**src/rtl/bus_pkg.sv**
```systemverilog
// Shared definitions for the device-side bus port: default field widths,
// per-cycle event flags, and small helpers for address decode and counters.
package bus_pkg;

    localparam int         ID_W_DEF      = 8;
    localparam int         PCKG_SZ_DEF   = 16;
    localparam logic [7:0] BROADCAST_DEF = 8'hFF;

    // One flag per countable event in a single cycle.
    typedef struct packed {
        logic tx_ovf;
        logic rx_ovf;
        logic misroute;
        logic pop_err;
    } port_evt_t;

    // Destination ID is the top id_w bits of a pkt_w-bit packet.
    // The packet is passed zero-extended so one function serves any width up to 64.
    function automatic logic [31:0] get_dest(input logic [63:0] pkt, input int pkt_w, input int id_w);
        logic [63:0] mask;
        mask = (64'd1 << id_w) - 64'd1;
        return 32'((pkt >> (pkt_w - id_w)) & mask);
    endfunction

    // Event counters stick at all-ones instead of wrapping.
    function automatic logic [7:0] sat_inc8(input logic [7:0] v);
        return (v == 8'hFF) ? v : v + 8'd1;
    endfunction

endpackage

```
**src/rtl/bus_sync_fifo.sv**
```systemverilog
// Single-clock FIFO with first-word fall-through head.
// A push while full is taken when a pop retires the head in the same cycle.
module bus_sync_fifo #(
    parameter int WIDTH = 16,
    parameter int DEPTH = 8
) (
    input  logic             clk,
    input  logic             rst_n,
    input  logic             push,
    input  logic [WIDTH-1:0] din,
    input  logic             pop,
    output logic [WIDTH-1:0] head,
    output logic             empty,
    output logic             full
);

    localparam int AW = $clog2(DEPTH);
    localparam int CW = AW + 1;

    logic [WIDTH-1:0] mem [DEPTH];
    logic [AW-1:0]    wr_ptr, rd_ptr;
    logic [CW-1:0]    count;
    logic             do_push, do_pop;

    assign empty   = (count == '0);
    assign full    = (count == CW'(DEPTH));
    assign do_pop  = pop & ~empty;
    // full implies non-empty, so a same-cycle pop always frees the slot
    assign do_push = push & (~full | do_pop);
    // Head reads zero when empty so stale storage never leaks out.
    assign head    = empty ? '0 : mem[rd_ptr];

    // Storage needs no reset; it is only observed through the gated head.
    always_ff @(posedge clk) begin
        if (do_push) mem[wr_ptr] <= din;
    end

    // Pointers wrap naturally at DEPTH (power of two); count tracks occupancy.
    always_ff @(posedge clk or negedge rst_n) begin
        if (!rst_n) begin
            wr_ptr <= '0;
            rd_ptr <= '0;
            count  <= '0;
        end else begin
            if (do_push) wr_ptr <= wr_ptr + AW'(1);
            if (do_pop)  rd_ptr <= rd_ptr + AW'(1);
            case ({do_push, do_pop})
                2'b10:   count <= count + CW'(1);
                2'b01:   count <= count - CW'(1);
                default: count <= count;
            endcase
        end
    end

endmodule

```
**src/rtl/bus_dev_port.sv**
```systemverilog
// Device endpoint of the shared bus: TX queue toward the arbiter, address-filtered
// RX queue from the arbiter, saturating event counters and a sticky pop error.
module bus_dev_port
    import bus_pkg::*;
#(
    parameter int              PCKG_SZ   = PCKG_SZ_DEF,
    parameter int              ID_W      = ID_W_DEF,
    parameter int              DEPTH     = 8,
    parameter int              DEV_ID    = 0,
    parameter logic [ID_W-1:0] BROADCAST = ID_W'(BROADCAST_DEF)
) (
    input  logic               clk,
    input  logic               reset,
    input  logic               wr_en,
    input  logic [PCKG_SZ-1:0] wr_data,
    output logic               tx_full,
    output logic               pndng,
    output logic [PCKG_SZ-1:0] D_pop,
    input  logic               pop,
    input  logic               push,
    input  logic [PCKG_SZ-1:0] D_push,
    input  logic               rd_en,
    output logic [PCKG_SZ-1:0] rd_data,
    output logic               rx_valid,
    output logic [7:0]         tx_ovf_cnt,
    output logic [7:0]         rx_ovf_cnt,
    output logic [7:0]         misroute_cnt,
    output logic               pop_err
);

    logic        tx_empty, rx_empty, rx_full;
    logic [31:0] dest;
    logic        addr_ok, rx_push;
    port_evt_t   evt;

    assign dest    = get_dest(64'(D_push), PCKG_SZ, ID_W);
    assign addr_ok = (dest == 32'(DEV_ID)) | (dest == 32'(BROADCAST));
    assign rx_push = push & addr_ok;

    bus_sync_fifo #(.WIDTH(PCKG_SZ), .DEPTH(DEPTH)) u_tx (
        .clk   (clk),
        .rst_n (reset),
        .push  (wr_en),
        .din   (wr_data),
        .pop   (pop),
        .head  (D_pop),
        .empty (tx_empty),
        .full  (tx_full)
    );

    bus_sync_fifo #(.WIDTH(PCKG_SZ), .DEPTH(DEPTH)) u_rx (
        .clk   (clk),
        .rst_n (reset),
        .push  (rx_push),
        .din   (D_push),
        .pop   (rd_en),
        .head  (rd_data),
        .empty (rx_empty),
        .full  (rx_full)
    );

    assign pndng    = ~tx_empty;
    assign rx_valid = ~rx_empty;

    // Classify this cycle's drop/error events from the pre-edge queue state.
    always_comb begin
        evt          = '0;
        evt.tx_ovf   = wr_en & tx_full & ~pop;
        evt.rx_ovf   = rx_push & rx_full & ~rd_en;
        evt.misroute = push & ~addr_ok;
        evt.pop_err  = pop & tx_empty;
    end

    // Saturating event counters and the sticky pop error flag.
    always_ff @(posedge clk or negedge reset) begin
        if (!reset) begin
            tx_ovf_cnt   <= '0;
            rx_ovf_cnt   <= '0;
            misroute_cnt <= '0;
            pop_err      <= 1'b0;
        end else begin
            if (evt.tx_ovf)   tx_ovf_cnt   <= sat_inc8(tx_ovf_cnt);
            if (evt.rx_ovf)   rx_ovf_cnt   <= sat_inc8(rx_ovf_cnt);
            if (evt.misroute) misroute_cnt <= sat_inc8(misroute_cnt);
            if (evt.pop_err)  pop_err      <= 1'b1;
        end
    end

endmodule
```
**config.mk**
```make
export PLATFORM = sky130hd
export DESIGN_NAME = bus_dev_port
export DESIGN_NICKNAME = d
export VERILOG_FILES = /design/src/rtl/bus_pkg.sv /design/src/rtl/bus_sync_fifo.sv /design/src/rtl/bus_dev_port.sv
export SDC_FILE = /design/constraint.sdc
export NUM_CORES = 1
export LEC_CHECK = 0
export ABC_CLOCK_PERIOD_IN_PS = 5400
export CORE_UTILIZATION = 55
export CTS_CLUSTER_DIAMETER = 60
export DETAILED_ROUTE_END_ITERATION = 7
export MAX_ROUTING_LAYER = met4
export PLACE_DENSITY = 0.87
export REMOVE_ABC_BUFFERS = 1
export SLEW_MARGIN = 40
export SYNTH_ARGS = -nofsm -noshare
export SYNTH_HDL_FRONTEND = slang
export SYNTH_HIERARCHICAL = 1
export SYNTH_SLANG_ARGS = --single-unit
```
**constraint.sdc**
```tcl
create_clock -name clk -period 5.4 [get_ports clk]
set_input_delay 0.81 -clock clk [delete_from_list [all_inputs] [get_ports clk]]
set_output_delay 0.81 -clock clk [all_outputs]
set_load 0.05 [all_outputs]
```
==> reports/qor.csv <==
metric,value,unit
crit_fanout,24,
slew_headroom,51.0,%
fillers,1397,
rows,54,
grt_max_degree,46,
netlist_top_cells_count,"edfxtp_1 (256), mux4_2 (64), nor2_1 (54)",
remaining_drc_errors,17,
grt.total_usage,21.4,%
synth-edff-count,256,
period_minus_slack,4.05,ns
cts_buffer_depth,3,
syn_avg_cell_area,18.1,sq um
status,"finished, violations left",
io_buffers,97,
holdWs,0.280,ns
ys_seq_area_share,71.3,%
grt_overflow,0,
drtIter0Drc,555,
cts_setup_buffers,0,
r2r_setup_slack,2.84,ns
regToRegStartpoint,u_tx/count[0],
power.share.switching,36.4,%
netlist.area_leader.share,62.2,%
io_pins,98,
r2r_end,u_tx/mem[1][9],
critPathKind,reg2out,
seq_area,8820,sq um
synthesis.area,12400,sq um
vias,6498,
fin_area,14700,sq um
vias_per_cell,5.89,
diodes,0,
yosysMostFrequentCell,edfxtp_1,
ant_nets,0,
cts_tree,yes,
maxSlewViolCount,0,
grt_pass1_vias,6598,
numCtsBuffers,29,
synth_top_area_cell,edfxtp_1,
max_freq,247,MHz
hold_viol_final,0,
drt_first_pass_iters,7,
place_area,13700,sq um
ir_drop,0.000507,V
seqPwrFrac,37.5,%
core_area,22000,sq um
start_kind,flip-flop,
syn-instance-count,683,
rsz0062_at_grt,false,
die_height,152,microns
cts_hold_buf,0,
critPathArrivalTime,3.24,ns
ys_ff_latch,301,
start_util,56.3,%
place_inst,1051,
cts-root-buf,clkbuf_16,
clock-sinks,301,
path_clk_slew,0.07,ns
ys_types,46,
cts_max_level,1,
worstPathCellList,buf_4 -> mux4_2 -> mux2i_1 -> nor2_1 -> clkdlybuf4s50_1,
internal-power,5.30,mW
die_area,23100,sq um
end_kind,primary output,
fin_util,66.8,%
avgRoutedWirePerCell,21.2,microns
hold_class,in2async,
final_nets,853,
die_w,152,microns
finalSetupViolations,0,
worstPathRequired,4.59,ns
clock_latency,0.54,ns
slowest_stage,dfrtp_4,
clock_power_share,24.5,%
synth.area.top_cells,"edfxtp_1 (62%), mux4_2 (12%), dfrtp_1 (9.1%), mux2i_1 (3.0%), nor2_1 (1.6%)",
violations,design-rule violations,
fin_tns_setup,0,ns
p_per_area,568,nW/um^2
combPwrFrac,37.9,%
gp_congestion,0.792,
multi_input_area,3310,sq um
switchingPower,3.03,mW
fin_crit_sh,75.1,%
cap_violations,0,
critPathMaxStageDelay,0.74,ns
synthToLayoutAreaGrowth,18.6,%
layout-drive-gt1-share,19.2,%
rr_worst_depth,5,
skew,0.0159,ns
worst_pin_slew,0.731,ns
ys_warn_count,6,
grt_first_pass_wirelength,36800,microns
ctsResizeCount,0,
instances_no_fill,1103,
leakage,5.12,nW
antenna_found_initial,0,
routed_wl,23400,microns
dp_hpwl,14100,microns
synth_flop_cell,edfxtp_1,
synthArstFlopShare,15.0,%
==> sequential cells by signal, indices dropped and copies added (netlist names) <==
name and cells:
u_rx/mem 128, u_tx/mem 128, misroute_cnt 8, rx_ovf_cnt 8, tx_ovf_cnt 8, u_rx/count 4
u_tx/count 4, u_rx/rd_ptr 3, u_rx/wr_ptr 3, u_tx/rd_ptr 3, u_tx/wr_ptr 3, pop_err 1
==> cell type report <==
type | count | area share (%)
clock inverter | 20 | 1.60
tap | 280 | 2.39
inverter | 20 | 0.512
clock buffer | 32 | 5.03
multi-input combinational | 332 | 22.6
sequential | 301 | 60.2
timing repair buffer | 118 | 7.68
==> cell families (layout without fill, tap and decap cells) <==
| logic type | after synthesis | in the layout | synth area share, % |
|---|---|---|---|
| compound gates | 33 | 33 | 1.89 |
| xor+xnor | 27 | 27 | 1.91 |
| fa+ha+maj | 13 | 13 | 1.44 |
| buf+inv | 50 | 190 | 2.05 |
| flops | 301 | 301 | 71.3 |
| mux | 110 | 110 | 15.5 |
| simple gates | 149 | 149 | 5.91 |
==> layer usage <==
layer  global-route usage [%]  vias to the layer above  share of wire, %
li1                         -                     2914                 -
met1                     27.5                     3330                40
met3                     3.02                       36               6.2
met4                     4.62                        0               1.5
met5                        -                        -                 0
met2                     36.7                      218                53
==> worst max-delay path: cells and delay by family (launching register included) <==
| kind | cells | cell delay (ns) |
|---|---|---|
| buf+inv | 2 | 1.08 |
| flops | 1 | 0.74 |
| mux | 2 | 0.73 |
| simple gates | 1 | 0.12 |
==> power by group through the flow <==
stage               sequential [mW]  clock, mW  combinational (mW)
finish                         3.13       2.04                3.16
CTS                            3.14       2.08                3.18
floorplan                      3.31          0                2.01
global route                   3.18       2.17                3.33
detailed placement             3.18          0                3.15
global placement               3.16          0                3.11
==> worst max-delay path by stage <==
stage | endpoint | slack (ns) | cells past startpoint | startpoint
detailed placement | u_rx/mem[5][5] | 1.60 | 10 | D_push[8]
global route | rd_data[1] | 1.16 | 5 | u_rx/rd_ptr[0]
floorplan | u_rx/mem[1][0] | 1.55 | 7 | D_push[14]
global placement | u_rx/mem[7][4] | 1.71 | 10 | D_push[13]
finish | D_pop[4] | 1.35 | 5 | u_tx/rd_ptr[0]
CTS | D_pop[4] | 1.08 | 5 | u_tx/rd_ptr[0]
==> metrics by stage <==
step | power, mW | setup WS [ns]
finish | 8.33 | 1.35
global route | 8.67 | 1.16
CTS | 8.40 | 1.08
detailed placement | 6.33 | 1.60
global placement | 6.26 | 1.71
floorplan | 5.32 | 1.55
==> placed cells by master, fill, tap and decap left out, types with 6 or more instances in the layout <==
cell             netlist  layout
nand2_1               23      23
mux4_2                64      64
xnor2_1               13      13
clkdlybuf4s50_1        0      96
nor3_1                17      13
a31oi_1                6       6
edfxtp_1             256     256
buf_4                  7      22
mux2i_1               37      37
nor3_2                 3       7
xor2_1                14      14
ha_1                  11      11
clkbuf_16              0      29
nand4_1                6       6
mux2_2                 6       6
or3_1                  6       6
inv_1                 18      18
nor2_1                54      54
nand3_1               15      15
dfrtp_1               45      40
nand2b_1              11      11
Power figures use the tool's default switching activity.
